`src/rtl/exec_stage_if.sv`:
```
// ID/EX, MEM/WB and EX/MEM signal bundle for the execute stage.
// master drives the ID/EX side, slave is the execute stage.
interface exec_stage_if;
    logic [31:0] id_readData1;
    logic [31:0] id_readData2;
    logic [31:0] id_address;
    logic [31:0] id_pc;
    logic [4:0]  id_rs;
    logic [4:0]  id_rt;
    logic [4:0]  id_rd;
    logic [1:0]  id_aluCtrl;
    logic        id_regDst;
    logic        id_branch;
    logic        id_memRead;
    logic        id_memToReg;
    logic        id_memWrite;
    logic        id_aluSrc;
    logic        id_regWrite;
    logic        id_word;
    logic        id_exception;
    logic [31:0] id_faulty_address;
    logic        wb_regWrite;
    logic [4:0]  wb_destReg;
    logic [31:0] wb_data;
    logic        mem_stall;
    logic        flush;
    logic        stall_exec;
    logic [31:0] exm_aluResult;
    logic [31:0] exm_writeData;
    logic [31:0] exm_pc;
    logic [31:0] exm_faulty_address;
    logic [31:0] exm_branchTarget;
    logic [4:0]  exm_destReg;
    logic        exm_memRead;
    logic        exm_memWrite;
    logic        exm_memToReg;
    logic        exm_regWrite;
    logic        exm_word;
    logic        exm_exception;
    logic        exm_branchTaken;

    modport master (
        output id_readData1, id_readData2, id_address, id_pc,
        output id_rs, id_rt, id_rd, id_aluCtrl,
        output id_regDst, id_branch, id_memRead, id_memToReg,
        output id_memWrite, id_aluSrc, id_regWrite, id_word,
        output id_exception, id_faulty_address,
        output wb_regWrite, wb_destReg, wb_data,
        output mem_stall, flush,
        input  stall_exec,
        input  exm_aluResult, exm_writeData, exm_pc,
        input  exm_faulty_address, exm_branchTarget, exm_destReg,
        input  exm_memRead, exm_memWrite, exm_memToReg,
        input  exm_regWrite, exm_word, exm_exception, exm_branchTaken
    );

    modport slave (
        input  id_readData1, id_readData2, id_address, id_pc,
        input  id_rs, id_rt, id_rd, id_aluCtrl,
        input  id_regDst, id_branch, id_memRead, id_memToReg,
        input  id_memWrite, id_aluSrc, id_regWrite, id_word,
        input  id_exception, id_faulty_address,
        input  wb_regWrite, wb_destReg, wb_data,
        input  mem_stall, flush,
        output stall_exec,
        output exm_aluResult, exm_writeData, exm_pc,
        output exm_faulty_address, exm_branchTarget, exm_destReg,
        output exm_memRead, exm_memWrite, exm_memToReg,
        output exm_regWrite, exm_word, exm_exception, exm_branchTaken
    );
endinterface

```
`src/rtl/exec_stage.sv`:
```
// Execute stage: forwarding, ALU, branch resolution, iterative multiplier.
// Optional macro EX_OVERFLOW_TRAP_EN traps signed ADD/SUB overflow.
module exec_stage #(
    parameter int MUL_BITS_PER_CYCLE = 1
) (
    input  logic         clock,
    input  logic         reset_n,
    exec_stage_if.slave  bus
);
    localparam int N = MUL_BITS_PER_CYCLE;
    localparam int K = 32 / N;
    localparam logic [4:0] LAST = 5'(K - 1);

    localparam logic [1:0] OP_ADD = 2'b00;
    localparam logic [1:0] OP_SUB = 2'b01;
    localparam logic [1:0] OP_AND = 2'b10;
    localparam logic [1:0] OP_MUL = 2'b11;

    typedef enum logic {IDLE, BUSY} state_t;

    typedef struct packed {
        logic [31:0] alu;
        logic [31:0] wdata;
        logic [31:0] pc;
        logic [31:0] faddr;
        logic [31:0] target;
        logic [4:0]  dest;
        logic        mem_read;
        logic        mem_write;
        logic        mem_to_reg;
        logic        reg_write;
        logic        word;
        logic        exc;
        logic        taken;
    } exm_t;

    state_t      state;
    exm_t        exm;
    exm_t        cap;
    logic [31:0] mcand;
    logic [31:0] mplier;
    logic [31:0] acc;
    logic [31:0] acc_nxt;
    logic [31:0] part;
    logic [4:0]  cnt;

    logic        ex_ok;
    logic        a_ex;
    logic        a_wb;
    logic        b_ex;
    logic        b_wb;
    logic [31:0] fwd_a;
    logic [31:0] fwd_b;
    logic [31:0] op_b;
    logic [31:0] sum;
    logic [31:0] diff;
    logic [31:0] alu_res;
    logic [31:0] target;
    logic [4:0]  dest;
    logic        taken;
    logic        mul_go;
    logic        trap;
    logic        exc;
    logic        stall;

    // A load in EX/MEM has no data yet, so it is never a forwarding source.
    assign ex_ok = exm.reg_write && !exm.mem_to_reg;

    assign a_ex = ex_ok && exm.dest == bus.id_rs
               && bus.id_rs != 5'd0;
    assign a_wb = bus.wb_regWrite && bus.wb_destReg == bus.id_rs
               && bus.id_rs != 5'd0;
    assign b_ex = ex_ok && exm.dest == bus.id_rt
               && bus.id_rt != 5'd0;
    assign b_wb = bus.wb_regWrite && bus.wb_destReg == bus.id_rt
               && bus.id_rt != 5'd0;

    assign fwd_a = a_ex ? exm.alu
                 : a_wb ? bus.wb_data
                 : bus.id_readData1;
    assign fwd_b = b_ex ? exm.alu
                 : b_wb ? bus.wb_data
                 : bus.id_readData2;

    assign op_b = bus.id_aluSrc ? bus.id_address : fwd_b;
    assign dest = bus.id_regDst ? bus.id_rd : bus.id_rt;
    assign sum  = fwd_a + op_b;
    assign diff = fwd_a - op_b;

    always_comb begin
        alu_res = '0;
        unique case (bus.id_aluCtrl)
            OP_ADD: alu_res = sum;
            OP_SUB: alu_res = diff;
            OP_AND: alu_res = fwd_a & op_b;
            OP_MUL: alu_res = '0;
        endcase
    end

    assign taken  = bus.id_branch && (fwd_a == fwd_b);
    assign target = bus.id_pc + 32'd4 + (bus.id_address << 2);
    assign mul_go = bus.id_aluCtrl == OP_MUL && !bus.id_exception;

`ifdef EX_OVERFLOW_TRAP_EN
    logic ovf;

    always_comb begin
        ovf = 1'b0;
        if (bus.id_aluCtrl == OP_ADD)
            ovf = fwd_a[31] == op_b[31] && sum[31] != fwd_a[31];
        else if (bus.id_aluCtrl == OP_SUB)
            ovf = fwd_a[31] != op_b[31] && diff[31] != fwd_a[31];
    end

    assign trap = ovf && !bus.id_exception;
`else
    assign trap = 1'b0;
`endif

    assign exc = bus.id_exception || trap;

    // Shift-add: retire N multiplier bits against the shifted multiplicand.
    always_comb begin
        part = '0;
        for (int i = 0; i < N; i++)
            if (mplier[i])
                part = part + (mcand << i);
    end

    assign acc_nxt = acc + part;

    always_comb begin
        cap            = '0;
        cap.alu        = (state == BUSY) ? acc_nxt : alu_res;
        cap.wdata      = fwd_b;
        cap.pc         = bus.id_pc;
        cap.faddr      = trap ? bus.id_pc : bus.id_faulty_address;
        cap.target     = target;
        cap.dest       = dest;
        cap.mem_read   = bus.id_memRead && !exc;
        cap.mem_write  = bus.id_memWrite && !exc;
        cap.mem_to_reg = bus.id_memToReg;
        cap.reg_write  = bus.id_regWrite && !exc;
        cap.word       = bus.id_word;
        cap.exc        = exc;
        cap.taken      = taken && !bus.id_exception;
    end

    always_comb begin
        stall = 1'b0;
        if (bus.flush)
            stall = 1'b0;
        else if (bus.mem_stall)
            stall = 1'b1;
        else if (state == BUSY)
            stall = cnt != LAST;
        else
            stall = mul_go;
    end

    always_ff @(posedge clock) begin
        if (!reset_n) begin
            exm    <= '0;
            state  <= IDLE;
            acc    <= '0;
            cnt    <= '0;
            mcand  <= '0;
            mplier <= '0;
        end else if (bus.flush) begin
            exm   <= '0;
            state <= IDLE;
            acc   <= '0;
            cnt   <= '0;
        end else if (!bus.mem_stall) begin
            unique case (state)
                IDLE: begin
                    if (mul_go) begin
                        exm    <= '0;
                        mcand  <= fwd_a;
                        mplier <= op_b;
                        acc    <= '0;
                        cnt    <= '0;
                        state  <= BUSY;
                    end else begin
                        exm <= cap;
                    end
                end
                BUSY: begin
                    acc    <= acc_nxt;
                    mcand  <= mcand << N;
                    mplier <= mplier >> N;
                    cnt    <= cnt + 5'd1;
                    if (cnt == LAST) begin
                        exm   <= cap;
                        state <= IDLE;
                    end
                end
            endcase
        end
    end

    assign bus.stall_exec         = stall;
    assign bus.exm_aluResult      = exm.alu;
    assign bus.exm_writeData      = exm.wdata;
    assign bus.exm_pc             = exm.pc;
    assign bus.exm_faulty_address = exm.faddr;
    assign bus.exm_branchTarget   = exm.target;
    assign bus.exm_destReg        = exm.dest;
    assign bus.exm_memRead        = exm.mem_read;
    assign bus.exm_memWrite       = exm.mem_write;
    assign bus.exm_memToReg       = exm.mem_to_reg;
    assign bus.exm_regWrite       = exm.reg_write;
    assign bus.exm_word           = exm.word;
    assign bus.exm_exception      = exm.exc;
    assign bus.exm_branchTaken    = exm.taken;
endmodule
```
`src/flat_wrapper.sv`:
```
// flat-port wrapper written by rule: the top's interface ports become plain ports
module exec_stage_flat 
#(
    parameter int MUL_BITS_PER_CYCLE = 1
)
  (clock, reset_n, bus_id_readData1, bus_id_readData2, bus_id_address, bus_id_pc, bus_id_rs, bus_id_rt, bus_id_rd, bus_id_aluCtrl, bus_id_regDst, bus_id_branch, bus_id_memRead, bus_id_memToReg, bus_id_memWrite, bus_id_aluSrc, bus_id_regWrite, bus_id_word, bus_id_exception, bus_id_faulty_address, bus_wb_regWrite, bus_wb_destReg, bus_wb_data, bus_mem_stall, bus_flush, bus_stall_exec, bus_exm_aluResult, bus_exm_writeData, bus_exm_pc, bus_exm_faulty_address, bus_exm_branchTarget, bus_exm_destReg, bus_exm_memRead, bus_exm_memWrite, bus_exm_memToReg, bus_exm_regWrite, bus_exm_word, bus_exm_exception, bus_exm_branchTaken);
  exec_stage_if bus_i ();
  input  logic clock;
  input  logic reset_n;
  input wire logic [$bits(bus_i.id_readData1)-1:0] bus_id_readData1;
  input wire logic [$bits(bus_i.id_readData2)-1:0] bus_id_readData2;
  input wire logic [$bits(bus_i.id_address)-1:0] bus_id_address;
  input wire logic [$bits(bus_i.id_pc)-1:0] bus_id_pc;
  input wire logic [$bits(bus_i.id_rs)-1:0] bus_id_rs;
  input wire logic [$bits(bus_i.id_rt)-1:0] bus_id_rt;
  input wire logic [$bits(bus_i.id_rd)-1:0] bus_id_rd;
  input wire logic [$bits(bus_i.id_aluCtrl)-1:0] bus_id_aluCtrl;
  input wire logic [$bits(bus_i.id_regDst)-1:0] bus_id_regDst;
  input wire logic [$bits(bus_i.id_branch)-1:0] bus_id_branch;
  input wire logic [$bits(bus_i.id_memRead)-1:0] bus_id_memRead;
  input wire logic [$bits(bus_i.id_memToReg)-1:0] bus_id_memToReg;
  input wire logic [$bits(bus_i.id_memWrite)-1:0] bus_id_memWrite;
  input wire logic [$bits(bus_i.id_aluSrc)-1:0] bus_id_aluSrc;
  input wire logic [$bits(bus_i.id_regWrite)-1:0] bus_id_regWrite;
  input wire logic [$bits(bus_i.id_word)-1:0] bus_id_word;
  input wire logic [$bits(bus_i.id_exception)-1:0] bus_id_exception;
  input wire logic [$bits(bus_i.id_faulty_address)-1:0] bus_id_faulty_address;
  input wire logic [$bits(bus_i.wb_regWrite)-1:0] bus_wb_regWrite;
  input wire logic [$bits(bus_i.wb_destReg)-1:0] bus_wb_destReg;
  input wire logic [$bits(bus_i.wb_data)-1:0] bus_wb_data;
  input wire logic [$bits(bus_i.mem_stall)-1:0] bus_mem_stall;
  input wire logic [$bits(bus_i.flush)-1:0] bus_flush;
  output wire logic [$bits(bus_i.stall_exec)-1:0] bus_stall_exec;
  output wire logic [$bits(bus_i.exm_aluResult)-1:0] bus_exm_aluResult;
  output wire logic [$bits(bus_i.exm_writeData)-1:0] bus_exm_writeData;
  output wire logic [$bits(bus_i.exm_pc)-1:0] bus_exm_pc;
  output wire logic [$bits(bus_i.exm_faulty_address)-1:0] bus_exm_faulty_address;
  output wire logic [$bits(bus_i.exm_branchTarget)-1:0] bus_exm_branchTarget;
  output wire logic [$bits(bus_i.exm_destReg)-1:0] bus_exm_destReg;
  output wire logic [$bits(bus_i.exm_memRead)-1:0] bus_exm_memRead;
  output wire logic [$bits(bus_i.exm_memWrite)-1:0] bus_exm_memWrite;
  output wire logic [$bits(bus_i.exm_memToReg)-1:0] bus_exm_memToReg;
  output wire logic [$bits(bus_i.exm_regWrite)-1:0] bus_exm_regWrite;
  output wire logic [$bits(bus_i.exm_word)-1:0] bus_exm_word;
  output wire logic [$bits(bus_i.exm_exception)-1:0] bus_exm_exception;
  output wire logic [$bits(bus_i.exm_branchTaken)-1:0] bus_exm_branchTaken;
  assign bus_i.id_readData1 = bus_id_readData1;
  assign bus_i.id_readData2 = bus_id_readData2;
  assign bus_i.id_address = bus_id_address;
  assign bus_i.id_pc = bus_id_pc;
  assign bus_i.id_rs = bus_id_rs;
  assign bus_i.id_rt = bus_id_rt;
  assign bus_i.id_rd = bus_id_rd;
  assign bus_i.id_aluCtrl = bus_id_aluCtrl;
  assign bus_i.id_regDst = bus_id_regDst;
  assign bus_i.id_branch = bus_id_branch;
  assign bus_i.id_memRead = bus_id_memRead;
  assign bus_i.id_memToReg = bus_id_memToReg;
  assign bus_i.id_memWrite = bus_id_memWrite;
  assign bus_i.id_aluSrc = bus_id_aluSrc;
  assign bus_i.id_regWrite = bus_id_regWrite;
  assign bus_i.id_word = bus_id_word;
  assign bus_i.id_exception = bus_id_exception;
  assign bus_i.id_faulty_address = bus_id_faulty_address;
  assign bus_i.wb_regWrite = bus_wb_regWrite;
  assign bus_i.wb_destReg = bus_wb_destReg;
  assign bus_i.wb_data = bus_wb_data;
  assign bus_i.mem_stall = bus_mem_stall;
  assign bus_i.flush = bus_flush;
  assign bus_stall_exec = bus_i.stall_exec;
  assign bus_exm_aluResult = bus_i.exm_aluResult;
  assign bus_exm_writeData = bus_i.exm_writeData;
  assign bus_exm_pc = bus_i.exm_pc;
  assign bus_exm_faulty_address = bus_i.exm_faulty_address;
  assign bus_exm_branchTarget = bus_i.exm_branchTarget;
  assign bus_exm_destReg = bus_i.exm_destReg;
  assign bus_exm_memRead = bus_i.exm_memRead;
  assign bus_exm_memWrite = bus_i.exm_memWrite;
  assign bus_exm_memToReg = bus_i.exm_memToReg;
  assign bus_exm_regWrite = bus_i.exm_regWrite;
  assign bus_exm_word = bus_i.exm_word;
  assign bus_exm_exception = bus_i.exm_exception;
  assign bus_exm_branchTaken = bus_i.exm_branchTaken;
  exec_stage #(.MUL_BITS_PER_CYCLE(MUL_BITS_PER_CYCLE)) u_core (.clock(clock), .reset_n(reset_n), .bus(bus_i));
endmodule
```
`config.mk`:
```
export PLATFORM = sky130hd
export DESIGN_NAME = exec_stage_flat
export DESIGN_NICKNAME = d
export VERILOG_FILES = /design/src/rtl/exec_stage_if.sv /design/src/rtl/exec_stage.sv /design/src/flat_wrapper.sv
export SDC_FILE = /design/constraint.sdc
export NUM_CORES = 1
export LEC_CHECK = 0
export ABC_CLOCK_PERIOD_IN_PS = 7950
export CAP_MARGIN = 20
export CORE_UTILIZATION = 52
export DETAILED_ROUTE_END_ITERATION = 10
export GPL_TIMING_DRIVEN = 1
export PLACE_DENSITY_LB_ADDON = 0.08
export SLEW_MARGIN = 20
export SYNTH_ARGS = -nofsm -noshare
export SYNTH_HDL_FRONTEND = slang
export SYNTH_SLANG_ARGS = --single-unit
```
`constraint.sdc`:
```
create_clock -name clock -period 7.95 [get_ports clock]
set_clock_uncertainty 0.2 [all_clocks]
set_input_delay 0.795 -clock clock [delete_from_list [all_inputs] [get_ports clock]]
set_output_delay 0.795 -clock clock [all_outputs]
set_load 0.1 [all_outputs]
```
== Yosys cells after proc, flatten, opt, wreduce, memory -nomap -nowiden ==
Cells that the tools add are included.

* Flip-flop bits (word level): 274
* Output and inout bits: 173
* Logic and storage cells: 91

* Add/sub/neg operators: 6
* Eq/ne operators: 12
* Muxes and demuxes: 26
* Bitwise logic cells: 5
* Reduce and logical (&&, ||, !) cells: 24

{| class="wikitable"
|+ Operator list
! operator !! count
|-
| 172-bit 2-to-1 mux || 2
|-
| 172-bit case mux with 2 select lines || 1
|-
| 32-bit 2-to-1 mux || 10
|-
| 32-bit case mux with 2 select lines || 3
|-
| 32-bit case mux with 4 select lines || 1
|-
| 32-bit adder || 3
|-
| 32-bit by 3-bit adder with 32-bit output, second input constant || 1
|-
| 32-bit bitwise AND || 1
|-
| 32-bit equality test || 1
|-
| 32-bit subtractor || 1
|-
| 5-bit equality test || 4
|-
| 1-bit logical AND || 15
|-
| 5-bit 2-to-1 mux || 2
|-
| 5-bit case mux with 2 select lines || 1
|-
| 5-bit nonzero test || 2
|-
| 5-bit by 1-bit adder with 5-bit output, second input constant || 1
|-
| 5-bit equality test, second input constant || 1
|-
| 1-bit 2-to-1 mux || 5
|-
| 5-bit inequality test, second input constant || 1
|-
| 2-bit equality test, second input constant || 2
|-
| 1-bit inverter || 4
|-
| 2-bit AND reduction || 2
|-
| 3-bit AND reduction || 1
|-
| 2-bit by 1-bit equality test with 1-bit output, second input constant || 1
|-
| other kinds (6) || 7
|}

== Longest topological paths before layout ==
* Depth in word-level cells: 11
* Depth in mapped cells: 26
* Mapped depth without buffers: 24

== Worst setup path after synthesis ==
OpenSTA, ideal clock, no wires.

* Kind: reg2reg
* Start: register u_core.exm (netlist bit u_core.bus.exm_regWrite)
* End: register u_core.exm (netlist bit u_core.bus.exm_aluResult[30])
* Setup time: 0.127 ns
* Arrival: 6.000 ns
* Slack: 1.623 ns
* Stages on the path, launching flop included: 23
* Path buffers: 2
* Clock period less this slack: 6.327 ns
* Cells stage by stage: dfxtp_1 -> nor2b_1 -> nand4_1 -> nor4_1 -> clkbuf_1 -> clkbuf_1 -> o21ai_0 -> inv_1 -> ha_1 -> inv_1 -> fa_1 -> a21o_1 -> a21o_1 -> a21oi_1 -> o21ai_0 -> a221oi_1 -> a21oi_1 -> a21oi_1 -> o21ai_0 -> a21o_1 -> a31oi_1 -> mux2i_1 -> o22ai_1

* Word-level cells in the longest chain between the ends: 10
* Elaborated cells on any way between the ends: 16
* Those cells by class: add/sub (2); mux (8); bitwise (1); reduce/logical (5)

{| class="wikitable"
|+ Ends and longest elaborated chain
! item !! RTL line !! RTL
|-
| start, declared || exec_stage.sv:38 || <nowiki>exm_t exm;</nowiki>
|-
| start signal, assigned || exec_stage.sv:185 || <nowiki>exm <= cap;</nowiki>
|-
| start signal, assigned || exec_stage.sv:194 || <nowiki>exm <= cap;</nowiki>
|-
| 1-bit logical AND * || exec_stage.sv:67 || <nowiki>assign ex_ok = exm.reg_write && !exm.mem_to_reg;</nowiki>
|-
| 1-bit logical AND || exec_stage.sv:73 || <nowiki>assign b_ex = ex_ok && exm.dest == bus.id_rt</nowiki>
|-
| 1-bit logical AND || exec_stage.sv:74 || <nowiki>&& bus.id_rt != 5'd0;</nowiki>
|-
| 32-bit 2-to-1 mux || exec_stage.sv:81 || <nowiki>assign fwd_b = b_ex ? exm.alu</nowiki>
|-
| 32-bit 2-to-1 mux || exec_stage.sv:85 || <nowiki>assign op_b = bus.id_aluSrc ? bus.id_address : fwd_b;</nowiki>
|-
| 32-bit subtractor (tied with other cells) || exec_stage.sv:88 || <nowiki>assign diff = fwd_a - op_b;</nowiki>
|-
| 32-bit case mux with 4 select lines * || exec_stage.sv:92 || <nowiki>unique case (bus.id_aluCtrl)</nowiki>
|-
| 32-bit 2-to-1 mux * || exec_stage.sv:134 || <nowiki>cap.alu = (state == BUSY) ? acc_nxt : alu_res;</nowiki>
|-
| 172-bit 2-to-1 mux, on equally long branches || exec_stage.sv:193, exec_stage.sv:177 ||
|-
| 172-bit case mux with 2 select lines * || exec_stage.sv:175 || <nowiki>unique case (state)</nowiki>
|}

Mark *: on every way between the ends. The rest lies on a longest branch, timed or not. The select of a mux whose other input is x is not followed.
A chain may end at the register's enable or synchronous reset.

== Final worst setup path ==
* Start: input bus_id_rt[1]
* End: register u_core.exm (netlist bit u_core.bus.exm_aluResult[30])

* Word-level cells in the longest chain between the ends: 11
* Elaborated cells on any way between the ends: 18
* Those cells by class: add/sub (2); eq/ne (2); mux (8); bitwise (1); reduce/logical (5)

{| class="wikitable"
|+ Ends and longest elaborated chain
! item !! RTL line !! RTL
|-
| start, declared || flat_wrapper.sv:15 || <nowiki>input wire logic [$bits(bus_i.id_rt)-1:0] bus_id_rt;</nowiki>
|-
| 5-bit equality test || exec_stage.sv:75 || <nowiki>assign b_wb = bus.wb_regWrite && bus.wb_destReg == bus.id_rt</nowiki>
|-
| 1-bit logical AND || exec_stage.sv:75 ||
|-
| 1-bit logical AND || exec_stage.sv:76 || <nowiki>&& bus.id_rt != 5'd0;</nowiki>
|-
| 32-bit 2-to-1 mux || exec_stage.sv:82 || <nowiki>: b_wb ? bus.wb_data</nowiki>
|-
| 32-bit 2-to-1 mux * || exec_stage.sv:81 ||
|-
| 32-bit 2-to-1 mux * || exec_stage.sv:85 ||
|-
| 32-bit subtractor (tied with other cells) || exec_stage.sv:88 ||
|-
| 32-bit case mux with 4 select lines * || exec_stage.sv:92 ||
|-
| 32-bit 2-to-1 mux * || exec_stage.sv:134 ||
|-
| 172-bit 2-to-1 mux, on equally long branches || exec_stage.sv:193, exec_stage.sv:177 ||
|-
| 172-bit case mux with 2 select lines * || exec_stage.sv:175 ||
|}

Marks and branches as above.

==> results.ini <==
[synth]
async_reset_ff_share_pct = 0
ys.flop_type = dfxtp_1
syn_inst = 2428
ys_seq_area_share_pct = 29.01
synth_area_leaders = dfxtp_1 29%, ha_1 8.2%, nand2_1 7.3%, a21oi_1 5.9%, mux2i_1 5.4%
yosysTopAreaCell = dfxtp_1
syn_nets = 2782
syn_area_um2 = 18770
post_synth_num_cell_types = 88
synth-seq-cells = 272
post-synth-top-area-fraction_pct = 29.01
synth_warnings = 0
synth_edf_count = 0
syn_avg_cell_area_um2 = 7.730

[final_layout]
multiInputGateArea_um2 = 12620
regArea_um2 = 5449
fin_util_pct = 69.06
syn_to_final_growth_pct = 30.87
drive_above_1_share_pct = 6.830
final_net_count = 3142
stdcell_count = 3282
final_common_cell = clkdlybuf4s50_1
n_fill_cell = 2941
layout_common_cells = 398 x clkdlybuf4s50_1, 364 x nand2_1, 271 x dfxtp_1

[drt]
routed_via_density = 6.351
ant_nets = 0
drt_iter0_markers = 2389
first_pass_iters = 6
vias = 20840
drc = 0
drt_wl_total_um = 83600
wl_per_cell_um = 25.47

[floorplan]
rows = 69
chipWidth_um = 192.0
ios = 401
die_area_um2 = 36860
core_um2 = 35570
die_height_um = 192.0
initial_core_util_pct = 52.77

[timing]
hold_violations = 0
setup_tns_ns = 0
finalMaxSlewViolations = 0
slew_headroom_pct = 22.52
min_period_ns = 6.978
post-route-period-util_pct = 87.77
worst_pin_slew_ns = 1.157
fmaxAchievable_ghz = 0.1433
setup_viol = 0
rsz0062_at_grt = no

[critical_path]
cp_max_fo = 12
critPathArrivalTime_ns = 7.24
startpoint_type = input port
worst_setup_path_end_kind = flip-flop
critPathKind = input port to flip-flop
critPathRequiredTime_ns = 8.21

[cts]
post_cts_buffers = 0
clk_pin_slew_ns = 0.06
cts_made_buffers = 31
tritoncts = built
clock_path_buffers = 3
postCtsHoldBufs = 0
cts_resized = 0
clk_latency_ns = 0.60
root_buffer = clkbuf_16
htree_levels = 1
cts.sinks = 272

[power]
ir_drop_mv = 0.1969
pwr-share-comb_pct = 30.9
pwr-share-clk_pct = 36.6
sequentialPowerShare_pct = 32.5
p_per_area_nw_per_um2 = 182.4
switching_power_mw = 1.567
leakage_nw = 9.988
switching_share_pct = 34.99
p_int_mw = 2.912

[min_path]
hp-class = flip-flop to flip-flop

[place]
io_buffer_count = 400
dp_cells = 3216
dp_hpwl_um = 63790
place_congestion = 1.083

[global_route]
grt_overflow = 0
grt_pass1_wl_um = 121300
grt_pass1_vias = 19490
grt_use_total_pct = 44.16
antenna_found_initial = 13
grt_max_degree = 95

[run_status]
outcome = complete, no violations

[run]
cap_violations = 0

==> worst max-delay path, cell delays in order <==
cell and delay, ns:
clkdlybuf4s50_1 0.53, xnor2_2 0.25, or3b_4 0.44, or3_1 0.64
nor2_1 0.26, a31oi_1 0.08, a21boi_0 0.50, ha_1 0.33
nor2_1 0.08, xor2_1 0.14, ha_1 0.34, a21o_1 0.20
a21o_1 0.20, a21oi_1 0.26, o21ai_0 0.22, a221oi_1 0.34
buf_4 0.18, a21oi_1 0.16, a21oi_1 0.33, o21ai_0 0.21
a21o_1 0.24, a31oi_1 0.22, mux2i_1 0.21, o22ai_1 0.09
==> power groups by stage <==
stage	combinational, mW	clock [mW]	sequential, mW
after floorplan	0.638	0	1.71
after global placement	1.33	0	1.48
after detailed placement	1.34	0	1.48
after CTS	1.35	1.64	1.45
after global routing	1.45	1.69	1.46
final	1.38	1.64	1.46
==> synthesized netlist by cell type (all sizes together) (15+ instances only) <==
| cell type | number |
|---|---|
| nor4 | 15 |
| nor3 | 42 |
| ha | 123 |
| nor2 | 196 |
| a21o | 54 |
| a31oi | 43 |
| o21ai | 146 |
| inv | 32 |
| dfxtp | 272 |
| clkbuf | 123 |
| mux2i | 103 |
| nor2b | 20 |
| a21boi | 18 |
| o211a | 33 |
| xor2 | 68 |
| nand2b | 18 |
| buf | 34 |
| xnor2 | 85 |
| and2 | 58 |
| nand3 | 118 |
| a21oi | 225 |
| nand2 | 364 |
| a22oi | 45 |
| nand4 | 15 |
==> flip-flops by register name, indices dropped and copies added (netlist names), 5 cells and up <==
name and cells:
u_core.bus.exm_writeData 32, u_core.cnt 5, u_core.acc 32, u_core.bus.exm_branchTarget 32, u_core.mcand 32, u_core.bus.exm_aluResult 32, u_core.bus.exm_destReg 5, u_core.mplier 32
u_core.bus.exm_faulty_address 32, u_core.bus.exm_pc 30
==> final timing paths <==
kind / cells after the start / start / slack [ns] / endpoint
worst max-delay path: 24 / bus_id_rt[1] / 0.97 / u_core.bus.exm_aluResult[30]$_SDFFE_PP0P_
worst min register to register: 2 / u_core.bus.exm_faulty_address[30]$_SDFFE_PP0P_ / 0.25 / u_core.bus.exm_faulty_address[30]$_SDFFE_PP0P_
worst min-delay path: 2 / u_core.bus.exm_faulty_address[30]$_SDFFE_PP0P_ / 0.25 / u_core.bus.exm_faulty_address[30]$_SDFFE_PP0P_
worst max register to register: 23 / u_core.bus.exm_destReg[1]$_SDFFE_PP0P_ / 1.35 / u_core.bus.exm_aluResult[30]$_SDFFE_PP0P_
==> metrics by stage <==
step           setup WS [ns]  hold slack (ns)  total power, mW  instance area, um2
3_5_place_dp          0.5303           0.2421            2.823               23400
3_3_place_gp          0.5691           0.2362            2.815               23400
6_report              0.9724           0.2541            4.479               24560
2_1_floorplan          1.623           0.2362            2.344               18770
5_1_grt               0.5101           0.2676            4.603               24560
4_1_cts                1.073           0.2528            4.443               24540
==> layout make-up <==
cell class	instances	area share [%]
Tap cell	461	2.348
Antenna cell	10	0.1019
Inverter	33	0.5043
Clock buffer	40	3.459
Sequential cell	272	22.18
Multi-Input combinational cell	1966	51.38
Clock inverter	16	1.187
Timing Repair Buffer	484	18.84
==> kinds of logic after synthesis <==
kind of cell | after synthesis | synth area share, %
buffers and inverters | 190 | 4.146
multiplexers | 111 | 6.033
AND/OR/NAND/NOR | 900 | 22.14
flip-flops | 272 | 29.01
AO/OA/AOI/OAI | 676 | 22.93
adder cells (fa/ha/maj) | 126 | 8.519
XOR/XNOR | 153 | 7.220
==> metal layers <==
metal	routed length [um]	GRT usage, %
met4	5395	25.38
met2	35440	66.72
met3	9569	11.89
met1	33160	56.45
met5	23	0
Note: power is estimated with default switching activity, not from simulation.
